## src/rtl/fifo_flex_if.sv

```systemverilog
// Valid/ready stream bundle for fifo_flex: write side (din/input_*) and read side (qout/output_*).
// master is the environment that feeds and drains the FIFO; slave is the FIFO itself.
interface fifo_flex_if #(
  parameter int WIDTH = 8
);
  logic [WIDTH-1:0] din;
  logic             input_valid;
  logic             input_ready;
  logic [WIDTH-1:0] qout;
  logic             output_valid;
  logic             output_ready;

  modport master (
    output din,
    output input_valid,
    output output_ready,
    input  input_ready,
    input  qout,
    input  output_valid
  );

  modport slave (
    input  din,
    input  input_valid,
    input  output_ready,
    output input_ready,
    output qout,
    output output_valid
  );
endinterface

```

## src/rtl/fifo_flex.sv

```systemverilog
// Single-clock first-word-fall-through FIFO on a flop array, with fill level,
// programmable almost-full/almost-empty flags, synchronous flush and a high-watermark register.
module fifo_flex #(
  parameter int WIDTH                  = 8,
  parameter int LOG2_OF_DEPTH          = 4,
  parameter int ALMOST_FULL_THRESHOLD  = 2**LOG2_OF_DEPTH - 2,
  parameter int ALMOST_EMPTY_THRESHOLD = 1
) (
  input  logic                     clk,
  input  logic                     arst_n_in,
  input  logic                     flush,
  fifo_flex_if.slave               bus,
  output logic [LOG2_OF_DEPTH:0]   fill_level,
  output logic                     almost_full,
  output logic                     almost_empty,
  output logic [LOG2_OF_DEPTH:0]   high_watermark
);
  localparam int AW    = LOG2_OF_DEPTH;
  localparam int DEPTH = 2**LOG2_OF_DEPTH;
  localparam logic [AW:0] LP_AF = (AW+1)'(ALMOST_FULL_THRESHOLD);
  localparam logic [AW:0] LP_AE = (AW+1)'(ALMOST_EMPTY_THRESHOLD);

  logic [WIDTH-1:0] r_mem [DEPTH];
  logic [AW:0]      r_write_addr;
  logic [AW:0]      r_read_addr;
  logic [AW:0]      r_high_watermark;

  logic             w_empty;
  logic             w_full;
  logic             w_wr_en;
  logic             w_rd_en;
  logic [AW:0]      w_write_addr_next;
  logic [AW:0]      w_read_addr_next;
  logic [AW:0]      w_fill_next;

  // Extra wrap bit distinguishes full from empty when the index bits match.
  assign w_empty = (r_write_addr == r_read_addr);
  assign w_full  = (r_write_addr[AW-1:0] == r_read_addr[AW-1:0]) &&
                   (r_write_addr[AW] != r_read_addr[AW]);

  assign w_wr_en = bus.input_valid && !w_full;
  assign w_rd_en = bus.output_ready && !w_empty;

  assign w_write_addr_next = r_write_addr + {{AW{1'b0}}, w_wr_en};
  assign w_read_addr_next  = r_read_addr + {{AW{1'b0}}, w_rd_en};
  assign w_fill_next       = w_write_addr_next - w_read_addr_next;

  always_ff @(posedge clk or negedge arst_n_in) begin
    if (!arst_n_in) begin
      r_write_addr     <= '0;
      r_read_addr      <= '0;
      r_high_watermark <= '0;
    end else if (flush) begin
      r_write_addr     <= '0;
      r_read_addr      <= '0;
      r_high_watermark <= '0;
    end else begin
      r_write_addr <= w_write_addr_next;
      r_read_addr  <= w_read_addr_next;
      if (w_fill_next > r_high_watermark) begin
        r_high_watermark <= w_fill_next;
      end
    end
  end

  // Storage is deliberately unreset; qout masking hides stale contents.
  always_ff @(posedge clk) begin
    if (w_wr_en && !flush) begin
      r_mem[r_write_addr[AW-1:0]] <= bus.din;
    end
  end

  assign bus.input_ready  = !w_full;
  assign bus.output_valid = !w_empty;
  assign bus.qout         = w_empty ? '0 : r_mem[r_read_addr[AW-1:0]];

  assign fill_level     = r_write_addr - r_read_addr;
  assign almost_full    = (fill_level >= LP_AF);
  assign almost_empty   = (fill_level <= LP_AE);
  assign high_watermark = r_high_watermark;
endmodule

```

## src/flat_wrapper.sv

```systemverilog
// flat-port wrapper written by rule: the top's interface ports become plain ports
module fifo_flex_flat 
#(
  parameter int WIDTH                  = 8,
  parameter int LOG2_OF_DEPTH          = 4,
  parameter int ALMOST_FULL_THRESHOLD  = 2**LOG2_OF_DEPTH - 2,
  parameter int ALMOST_EMPTY_THRESHOLD = 1
)
  (clk, arst_n_in, flush, fill_level, almost_full, almost_empty, high_watermark, bus_din, bus_input_valid, bus_output_ready, bus_input_ready, bus_qout, bus_output_valid);
  fifo_flex_if #(.WIDTH(WIDTH)) bus_i ();
  input  logic clk;
  input  logic arst_n_in;
  input  logic flush;
  output logic [LOG2_OF_DEPTH:0] fill_level;
  output logic almost_full;
  output logic almost_empty;
  output logic [LOG2_OF_DEPTH:0] high_watermark;
  input wire logic [$bits(bus_i.din)-1:0] bus_din;
  input wire logic [$bits(bus_i.input_valid)-1:0] bus_input_valid;
  input wire logic [$bits(bus_i.output_ready)-1:0] bus_output_ready;
  output wire logic [$bits(bus_i.input_ready)-1:0] bus_input_ready;
  output wire logic [$bits(bus_i.qout)-1:0] bus_qout;
  output wire logic [$bits(bus_i.output_valid)-1:0] bus_output_valid;
  assign bus_i.din = bus_din;
  assign bus_i.input_valid = bus_input_valid;
  assign bus_i.output_ready = bus_output_ready;
  assign bus_input_ready = bus_i.input_ready;
  assign bus_qout = bus_i.qout;
  assign bus_output_valid = bus_i.output_valid;
  fifo_flex #(.WIDTH(WIDTH), .LOG2_OF_DEPTH(LOG2_OF_DEPTH), .ALMOST_FULL_THRESHOLD(ALMOST_FULL_THRESHOLD), .ALMOST_EMPTY_THRESHOLD(ALMOST_EMPTY_THRESHOLD)) u_core (.clk(clk), .arst_n_in(arst_n_in), .flush(flush), .bus(bus_i), .fill_level(fill_level), .almost_full(almost_full), .almost_empty(almost_empty), .high_watermark(high_watermark));
endmodule
```

## config.mk

```make
export PLATFORM = sky130hd
export DESIGN_NAME = fifo_flex_flat
export DESIGN_NICKNAME = d
export VERILOG_FILES = /design/src/rtl/fifo_flex_if.sv /design/src/rtl/fifo_flex.sv /design/src/flat_wrapper.sv
export SDC_FILE = /design/constraint.sdc
export NUM_CORES = 1
export LEC_CHECK = 0
export BUFFER_PORTS_ARGS = -buffer_cell sky130_fd_sc_hd__buf_2
export CAP_MARGIN = 20
export CORE_MARGIN = 2
export CORE_UTILIZATION = 30
export DETAILED_ROUTE_END_ITERATION = 10
export PLACE_DENSITY = 0.51
export SYNTH_ARGS = -nofsm -noshare
export SYNTH_HDL_FRONTEND = slang
export SYNTH_SLANG_ARGS = --single-unit
```

## constraint.sdc

```tcl
create_clock -name clk -period 6.52 [get_ports clk]
set_input_delay 0.978 -clock clk [delete_from_list [all_inputs] [get_ports clk]]
set_output_delay 0.978 -clock clk [all_outputs]
set_load 0.02 [all_outputs]
```

==> results of run 1 <==
placed cells by master (no fill, tap or decap), drive strengths merged, types with 2 or more instances in the layout:
cell type    n
edfxtp     128
buf         40
mux4        32
nor2        27
inv         22
clkbuf      20
ha          17
a22oi       16
dfrtp       15
a21oi       14
xnor2        8
clkinv       6
nand3        5
xor2         5
nor2b        4
nor3         4
nand2b       3
a21o         3
a22o         3
bufinv       3
o21ai        3
nand2        3
nand4        2
or4          2
or2          2
fa           2
clkinvlp     2
report_power, final:
group	internal (mW)	total [mW]	switching, mW
combinational	0.219	0.524	0.305
clock	0.604	0.972	0.367
sequential	1.02	1.03	0.0135
total	1.84	2.53	0.686
routing by layer:
layer  share of wire  vias to the layer above  global-route usage  wire, um
li1                -                     1426                   -         -
met5               0                        -                   0         0
met4           0.017                        0              0.0510       216
met2            0.46                       79               0.191      5870
met1            0.47                     1605               0.179      6020
met3           0.049                       13              0.0332       618
area by class of cell:
class / instances / area [um^2]
Clock buffer: 20 / 437
Clock inverter: 12 / 161
Fill cell: 1869 / 12500
Inverter: 21 / 78.8
Multi-Input combinational cell: 162 / 1690
Sequential cell: 143 / 4220
Tap cell: 265 / 332
Timing Repair Buffer: 40 / 215
per-stage QoR:
step	hold WS, ns	cells
3_5_place_dp	0.512	631
4_1_cts	0.466	663
2_1_floorplan	0.577	338
6_report	0.469	663
5_1_grt	0.479	663
3_3_place_gp	0.504	631
worst reg2reg max path, delay by kind of cell (launching register included):
family	cells	cell delay [ns]
adder cells (fa/ha/maj)	5	1.35
AND/OR/NAND/NOR	4	1.28
AO/OA/AOI/OAI	6	0.93
buffers and inverters	3	0.69
XOR/XNOR	2	0.56
flip-flops	1	0.32
path summary, 6_finish.rpt:
kind	startpoint	to	slack (ns)	depth (start not counted)
setup / recovery	u_core.r_read_addr[1]	u_core.high_watermark[3]	1.34	20
hold / removal	arst_n_in	u_core.high_watermark[3]	0.47	1
setup reg to reg	u_core.r_read_addr[1]	u_core.high_watermark[3]	1.34	20
hold reg to reg	u_core.high_watermark[0]	u_core.high_watermark[0]	0.52	1
max in group asynchronous	arst_n_in	u_core.r_read_addr[0]	5.77	1
min in group clk	u_core.high_watermark[0]	u_core.high_watermark[0]	0.52	1
kinds of logic (layout without fill, tap and decap cells):
group | count (synthesis) | in the layout
buf+inv | 33 | 93
xor+xnor | 14 | 14
fa+ha+maj | 19 | 19
flops | 143 | 143
simple gates | 54 | 54
compound gates | 43 | 43
mux | 32 | 32
registers in the layout, summed over array words and instances (netlist names):
register               count
u_core.r_mem             128
u_core.r_read_addr         5
u_core.r_write_addr        5
u_core.high_watermark      5
==> metrics.cfg, run 1 <==
[status]
outcome=finished, final reports clean

[sta]
min_period_over_period=0.795
relSlewSlack=0.425
fin_setup_tns_ns=0
hold_viol_final=0
finalSetupViolCount=0
worst_slack_ns=1.34
finalCriticalPeriod_ns=5.18
skew_ns=0.00604
fmax_ghz=0.193
max_slew.worst_pin.slew_ns=0.859
maxSlewViolCount=0
rsz0062_at_grt=no

[setup_path]
crit_arrival_ns=5.53
critical_path_required_ns=6.87
critPathTopFamily=adder cells
startpoint_type=register
critPathKind=reg -> reg
path_cells=buf_4 -> inv_1 -> ha_1 -> nand4_1 -> nor2_1 -> nor2b_1 -> ha_1 -> ha_1 -> xnor2_1 -> ha_1 -> a21o_1 -> a21oi_1 -> xnor3_1 -> inv_1 -> ha_1 -> a21oi_1 -> o21ai_0 -> o22ai_1 -> nor2b_1 -> a22o_1
path_buf_inv=3
crit_fanout=35
cp-end-kind=register
slowest_stage=nor2_1
crit_top_cell=ha_1
slowest_delay_ns=0.64

[layout]
area_growth_pct=17.9
utilization=0.364
diodes=0
drive_gt1_frac=0.274
nets=417
fin_area_um2=7130

[synth]
synth.top_cell.area_share=0.636
synth-xor-area-share=0.0250
synth_compound_area_frac=0.0493
syn_area_um2=6050
syn-instance-count=338
synth_seq_cells=143
muxShareOfSynthArea=0.119
synthFlopType=edfxtp_1
ys.warnings.count=0
async_reset_ff_frac=0.105
yosys-top-cells-area=edfxtp_1 (64%), mux4_2 (12%), dfrtp_1 (6.2%)
ys_types=37
synth-simple-area-share=0.0437
synth_edf_count=128
synthAdderAreaFrac=0.0418
avgSynthCellArea_um2=17.9
ys_seq_area_frac=0.698
synth_top_area_cell=edfxtp_1
yosysMostFrequentCell=edfxtp_1
synth_common_cells=edfxtp_1 (128), mux4_2 (32), nor2_1 (27), inv_1 (21), ha_1 (17)
synth_nets=370
synth_top_family_by_area=multiplexers

[drt]
drc=0
antenna_left=0
drtIter0Drc=186
first_pass_iters=4
routed_wl_um=12700
vias_per_cell=4.71
dr_total_vias=3123
wl_per_cell_um=19.2

[clocking]
clock_tree.root_cell=clkbuf_16
clk_pin_slew_worst_paths_ns=0.06
cts_setup_buffers=0
clock_latency_ns=0.41
cts_hold_buf=0
cts_buffers=17
ctsLongestPathBuffers=2
cts_resized=0
cts_tree=yes
h-tree-depth=4
cts_num_sinks=143

[power]
ir_worst_vdd_v=0.000177
p_total_mw=2.53
leakagePower_nw=2.47
p_per_area_nw_per_um2=355

[floorplan]
die_h_um=146
die_w_um=146
dieArea_um2=21300
fp.coreArea_um2=19600
io_pins=35
num_rows=51
start_util=0.309

[place]
dp_slack_ns=1.32
numPortBuffers=34
gp_congestion=0.716
postPlaceCellArea_um2=6530
hpwl_um=8500

[flow_run]
drv_cap=0

[global_route]
grt.overflow.total=0
antenna_found_initial=0
grtUsageTotal=0.128
grt_pass1_wl_um=19900
grt_max_degree=36
grt_pass1_vias=3346

[worst_hold_path]
hold_class=in -> async

No activity file was read; power rests on OpenSTA's default activity.
==> run 2: changes to the inputs <==
--- a/config.mk
+++ b/config.mk
@@ -5,12 +5,13 @@
 export SDC_FILE = /design/constraint.sdc
 export NUM_CORES = 1
 export LEC_CHECK = 0
+export ABC_AREA = 1
 export BUFFER_PORTS_ARGS = -buffer_cell sky130_fd_sc_hd__buf_2
 export CAP_MARGIN = 20
 export CORE_MARGIN = 2
 export CORE_UTILIZATION = 30
 export DETAILED_ROUTE_END_ITERATION = 10
-export PLACE_DENSITY = 0.51
+export PLACE_DENSITY = 0.53
 export SYNTH_ARGS = -nofsm -noshare
 export SYNTH_HDL_FRONTEND = slang
 export SYNTH_SLANG_ARGS = --single-unit
==> constraint.sdc (replaced) <==
create_clock -name clk -period 4.19 [get_ports clk]
set_input_delay 0.6285 -clock clk [delete_from_list [all_inputs] [get_ports clk]]
set_output_delay 0.6285 -clock clk [all_outputs]
set_load 0.02 [all_outputs]
==> run 2 against run 1 <==
Net effect:
- sequential share of layout area down 3.9 points
- cell area up 7.0%
- power up 63%
- wire length up 25%
- flip-flop and latch count unchanged
==> metrics.cfg, run 2 <==
[drt]
antenna_left=0  ; unchanged
wl_per_cell_um=16.4  ; -14%
routed_wl_um=15900  ; +25%
drtIter0Drc=308  ; +66%
vias_per_cell=4.62  ; -1.9%
dr_total_vias=4470  ; +43%
first_pass_iters=4  ; unchanged
drc=0  ; unchanged

[power]
p_switching_mw=1.27  ; +86%
clkPwrFrac=0.366  ; -0.018
p_int_mw=2.84  ; +54%
seqPwrFrac=0.391  ; -0.017
ir_worst_vdd_v=0.000291  ; +64%
sw_frac_of_total=0.310  ; +0.0383
comb_power_share=0.244  ; +0.037
p_per_area_nw_per_um2=540  ; +52%
leakagePower_nw=3.08  ; +25%

[layout]
largest_reg_flops=128  ; unchanged
utilization=0.361  ; -0.00325
fin_area_um2=7630  ; +7.0%
area_growth_pct=17.1
layout_commonest_cell=nand2_1
drive_gt1_frac=0.126  ; -0.148
final_cell_mix=nand2_1 (230), edfxtp_1 (128), nand3_1 (110)
diodes=0  ; unchanged
num-fill-cells=2054  ; +9.9%
nets=711  ; +71%

[setup_path]
cp-end-kind=register
critical_path_required_ns=4.52  ; -2.35 ns
slowest_stage=ha_2
crit_fanout=5  ; -86%
crit_arrival_ns=4.08  ; -1.45 ns
startpoint_type=register
critPathTopFamily=adder cells
critPathKind=reg -> reg
slowest_delay_ns=0.38  ; -0.26 ns
crit_top_cell=nand2_1
path_buf_inv=3  ; unchanged

[place]
gp_congestion=0.834  ; +17%
numPortBuffers=34  ; unchanged
postPlaceCellArea_um2=7030  ; +7.5%
hpwl_um=9920  ; +17%
dp_slack_ns=0.336  ; -0.982 ns

[synth]
synth_seq_cells=143  ; unchanged
synth_edf_count=128  ; unchanged
async_reset_ff_frac=0.105  ; unchanged
yosys-top-cells-area=edfxtp_1 (59%), nand2_1 (13%), nand3_1 (8.4%)
synth_common_cells=nand2_1 (230), edfxtp_1 (128), nand3_1 (110), inv_1 (38), nor2_1 (37)
synth.top_cell.area_share=0.590  ; -0.0460
ys_seq_area_frac=0.647  ; -0.0505
avgSynthCellArea_um2=10.2  ; -43%
syn-instance-count=639  ; +89%
ys.warnings.count=0  ; unchanged
synth_top_area_cell=edfxtp_1
yosysMostFrequentCell=nand2_1
synth_nets=671  ; +81%
ys_types=24  ; -35%
syn_area_um2=6520  ; +7.8%
synthFlopType=edfxtp_1

[global_route]
grt_pass1_wl_um=24300  ; +22%
grt_pass1_vias=4278  ; +28%
grt.overflow.total=0  ; unchanged
grt_max_degree=65  ; +81%
antenna_found_initial=0  ; unchanged
grtUsageTotal=0.146  ; +0.0178

[sta]
hold_viol_final=0  ; unchanged
finalSetupViolCount=0  ; unchanged
worst_slack_ns=0.437  ; -0.899 ns
maxSlewViolCount=0  ; unchanged
min_period_over_period=0.896  ; +0.101
fmax_ghz=0.266  ; +38%
skew_ns=0.00981  ; +0.00377 ns
finalCriticalPeriod_ns=3.75  ; -1.43 ns
max_slew.worst_pin.slew_ns=1.04  ; +0.182 ns
relSlewSlack=0.303  ; -0.122

[flow_run]
drv_cap=0  ; unchanged

[clocking]
cts_buffers=17  ; unchanged
clock_tree.root_cell=clkbuf_16
cts_tree=yes
ctsLongestPathBuffers=2  ; unchanged
clk_pin_slew_worst_paths_ns=0.06  ; about the same
cts_num_sinks=143  ; unchanged
h-tree-depth=4  ; unchanged
cts_hold_buf=0  ; unchanged
clock_latency_ns=0.42  ; about the same

[worst_hold_path]
hold_class=in -> async

[floorplan]
io_pins=35  ; unchanged
start_util=0.308  ; -0.000519
dieArea_um2=22900  ; +7.6%
num_rows=53  ; +3.9%
die_h_um=151  ; +3.7%
fp.coreArea_um2=21200  ; +8.0%
die_w_um=151  ; +3.7%

[status]
outcome=finished, final reports clean

==> run 2: final timing paths <==
| path | startpoint | to | slack, ns | cells past startpoint |
|---|---|---|---|---|
| max | u_core.r_read_addr[2] | u_core.high_watermark[1] | 0.44 | 26 |
| min | arst_n_in | u_core.high_watermark[4] | 0.11 | 1 |
| max reg2reg | u_core.r_read_addr[2] | u_core.high_watermark[1] | 0.44 | 26 |
| min reg2reg | u_core.high_watermark[3] | u_core.high_watermark[3] | 0.51 | 2 |
| max in group asynchronous | arst_n_in | u_core.r_read_addr[0] | 3.79 | 1 |
| min in group clk | u_core.high_watermark[3] | u_core.high_watermark[3] | 0.51 | 2 |
==> run 2: cell type report <==
| class | count | area [um^2] | share of cell area |
|---|---|---|---|
| timing repair buffer | 48 | 288 | 0.0377 |
| clock inverter | 14 | 165 | 0.0216 |
| inverter | 41 | 154 | 0.0202 |
| tap | 275 | 344 | 0.0451 |
| clock buffer | 18 | 429 | 0.0562 |
| multi-input combinational | 428 | 2030 | 0.266 |
| sequential | 143 | 4220 | 0.553 |
==> run 2: logic make-up after synthesis <==
| group | share of synthesized area |
|---|---|
| flip-flops | 0.647 |
| adder cells (fa/ha/maj) | 0.0388 |
| XOR/XNOR | 0.0119 |
| AO/OA/AOI/OAI | 0.0148 |
| buffers and inverters | 0.0428 |
| AND/OR/NAND/NOR | 0.244 |
==> run 2: power groups by stage <==
stage	clock, mW	sequential [mW]	combinational (mW)
3_3_place_gp	0	1.64	0.994
6_report	1.51	1.61	1.00
4_1_cts	1.53	1.61	1.01
5_1_grt	1.58	1.61	1.15
3_5_place_dp	0	1.64	1.00
2_1_floorplan	0	1.65	0.673
==> run 2: per-layer routing <==
layer | vias up | track usage | part of all wire
met4 | 0 | 0.0444 | 0.014
met2 | 102 | 0.237 | 0.48
met1 | 2121 | 0.192 | 0.45
met5 | - | 0 | 0
li1 | 2228 | - | -
met3 | 19 | 0.0383 | 0.056
==> run 2: metrics by stage <==
step	TNS (ns)	cells	hold slack, ns	total power, mW
floorplan	0	639	0.333	2.33
global placement	0	935	0.492	2.63
detailed placement	0	935	0.498	2.64
CTS	0	967	0.109	4.14
global route	-0.0116	967	0.115	4.34
finish	0	967	0.112	4.12
==> run 2: timing repair <==
action,in CTS,in global routing
gates resized for setup,0,4
setup buffers,0,0
hold endpoints to repair,0,0
setup endpoints to repair,0,5
==> run 3: changes to the inputs <==
--- a/config.mk
+++ b/config.mk
@@ -5,13 +5,12 @@
 export SDC_FILE = /design/constraint.sdc
 export NUM_CORES = 1
 export LEC_CHECK = 0
-export ABC_AREA = 1
 export BUFFER_PORTS_ARGS = -buffer_cell sky130_fd_sc_hd__buf_2
 export CAP_MARGIN = 20
 export CORE_MARGIN = 2
 export CORE_UTILIZATION = 30
 export DETAILED_ROUTE_END_ITERATION = 10
-export PLACE_DENSITY = 0.53
+export PLACE_DENSITY = 0.49
 export SYNTH_ARGS = -nofsm -noshare
 export SYNTH_HDL_FRONTEND = slang
 export SYNTH_SLANG_ARGS = --single-unit
==> run 3 against run 2 <==
Net effect:
- worst hold slack gained 0.00087 ns
- highest routed layer unchanged
- sequential share of layout area grew 2.1 points
- flip-flop and latch count is the same
- clock power grew 15%
- non-clock buffer count is the same
- setup slack lost 0.21 ns
- clock skew shrank 0.0034 ns
- critical endpoint is now u_core.high_watermark[4]
- die area shrank 7.1%
- cell area shrank 3.6%
- count of clock-buffer cells in the layout shrank 1
- global-route usage shrank 1.4 points
- final cell count shrank 31%
==> metrics.cfg, run 3 (synthesized netlist as in run 1, its figures left out) <==
[status]
outcome=finished, final reports clean

[drt]
first_pass_iters=4  ; unchanged
vias_per_cell=4.78  ; +3.5%
dr_total_vias=3210  ; -28%
drc=0  ; unchanged
wl_per_cell_um=19.8  ; +20%
drtIter0Drc=168  ; -45%
antenna_left=0  ; unchanged
routed_wl_um=13300  ; -16%

[setup_path]
timing.rr.start=u_core.r_read_addr[3]
startpoint_type=register
crit_fanout=4  ; -1
slowest_delay_ns=0.40  ; +0.02 ns
slowest_stage=dfrtp_1
path_cells=inv_2 -> ha_4 -> nand4_1 -> o21ai_2 -> inv_1 -> ha_1 -> ha_2 -> inv_1 -> fa_1 -> inv_2 -> a21o_1 -> a21oi_2 -> xnor3_1 -> inv_1 -> ha_4 -> nand4_1 -> nor2_1 -> o22ai_2 -> or2_4 -> a2bb2o_4
path_buf_inv=5  ; +2
rr_endpoint=u_core.high_watermark[4]
cp-end-kind=register
critPathKind=reg -> reg
critical_path_required_ns=4.55  ; +0.03 ns
reg2reg_depth=20  ; -23%
critPathTopFamily=adder cells
crit_arrival_ns=4.33  ; +0.25 ns
r2r_setup_slack_ns=0.22  ; -0.21 ns
crit_top_cell=inv_1

[sta]
fmax_ghz=0.252  ; -5.4%
hold_viol_final=0  ; unchanged
fin_setup_tns_ns=0  ; unchanged
maxSlewViolCount=0  ; unchanged
min_period_over_period=0.947  ; +0.0510
finalSetupViolCount=0  ; unchanged
finalCriticalPeriod_ns=3.97  ; +0.214 ns
worst_slack_ns=0.223  ; -0.214 ns
max_slew.worst_pin.slew_ns=0.990  ; -0.0513 ns
skew_ns=0.00642  ; -0.00339 ns
relSlewSlack=0.338  ; +0.0343
holdWs_ns=0.112  ; +0.000870 ns

[layout]
diodes=0  ; unchanged
largest_reg_flops=128  ; unchanged
drive_gt1_frac=0.328  ; +0.202
fin_cells=671  ; -31%
final_cell_mix=edfxtp_1 (128), buf_2 (34), mux4_2 (32)
utilization=0.375  ; +0.0146
area_growth_pct=21.6
nets=425  ; -40%
layout_commonest_cell=edfxtp_1
fin_area_um2=7350  ; -3.6%

[global_route]
grt_pass1_vias=3466  ; -19%
grt_max_degree=35  ; -46%
antenna_found_initial=0  ; unchanged
grt_pass1_wl_um=20500  ; -16%
grt.overflow.total=0  ; unchanged
grtUsageTotal=0.131  ; -0.0145

[clocking]
clock_latency_ns=0.42  ; about the same
clock_tree.root_cell=clkbuf_16
cts_buffers=17  ; unchanged
ctsLongestPathBuffers=2  ; unchanged
h-tree-depth=4  ; unchanged
clk_pin_slew_worst_paths_ns=0.06  ; about the same
cts_num_sinks=143  ; unchanged
cts_tree=yes

[place]
postPlaceCellArea_um2=6580  ; -6.3%
dp_slack_ns=0.0777  ; -0.258 ns
dpl.cell_count=637  ; -32%
numPortBuffers=34  ; unchanged
gp_congestion=0.765  ; -8.3%
hpwl_um=8430  ; -15%

[floorplan]
fp.coreArea_um2=19600  ; -7.4%
start_util=0.309  ; +0.000519
io_pins=35  ; unchanged
die_w_um=146  ; -3.6%
dieArea_um2=21300  ; -7.1%
die_h_um=146  ; -3.6%
num_rows=51  ; -3.8%

[flow_run]
drv_cap=0  ; unchanged

[power]
ir_worst_vdd_v=0.000308  ; +5.8%
p_total_mw=4.22  ; +2.6%
p_per_area_nw_per_um2=574  ; +6.5%
leakagePower_nw=2.57  ; -17%

[worst_hold_path]
hold_class=in -> async

[run 3: changes by cell type in the layout (fill, tap and decap cells not counted), sizes merged, moves of 4 or more]
cell    change
a22oi      +16
clkinv      -4
inv        -16
mux4       +32
nand2     -228
nand3     -105
nor2       -10
nor2b       +4
xnor2       +8
[run 3: final cells by class]
class | count | area, um^2
sequential | 143 | 4220
inverter | 21 | 78.8
timing repair buffer | 48 | 275
fill | 1847 | 12200
clock buffer | 17 | 425
multi-input combinational | 162 | 1770
clock inverter | 15 | 254
tap | 265 | 332
[run 3: metal layers]
layer	part of all wire	wire (um)	track usage	vias to the layer above
met1	0.43	5730	0.168	1657
li1	-	-	-	1449
met3	0.052	693	0.0351	13
met4	0.014	186	0.0475	0
met5	0	0	0	-
met2	0.50	6640	0.215	91
[run 3: where the power goes]
part	internal (mW)	leakage, nW	switching, mW
Combinational	0.389	0.883	0.491
Sequential	1.58	1.36	0.0185
Clock	1.13	0.330	0.613
Total	3.10	2.57	1.12
[run 3: worst max-delay path by stage]
stage / start / to / cells past startpoint
after detailed placement: u_core.r_write_addr[0] / u_core.high_watermark[2] / 20
after CTS: u_core.r_read_addr[3] / u_core.high_watermark[3] / 20
after global routing: u_core.r_read_addr[3] / u_core.high_watermark[4] / 20
after floorplan: u_core.r_read_addr[1] / u_core.high_watermark[4] / 21
after global placement: u_core.r_write_addr[0] / u_core.high_watermark[0] / 19
final: u_core.r_read_addr[3] / u_core.high_watermark[4] / 20
[run 3: what timing repair did]
item                       in CTS  in global routing
setup endpoints to repair       0                  5
setup buffers                   0                  2
gates resized for setup         0                 13
hold buffers                    0                  0
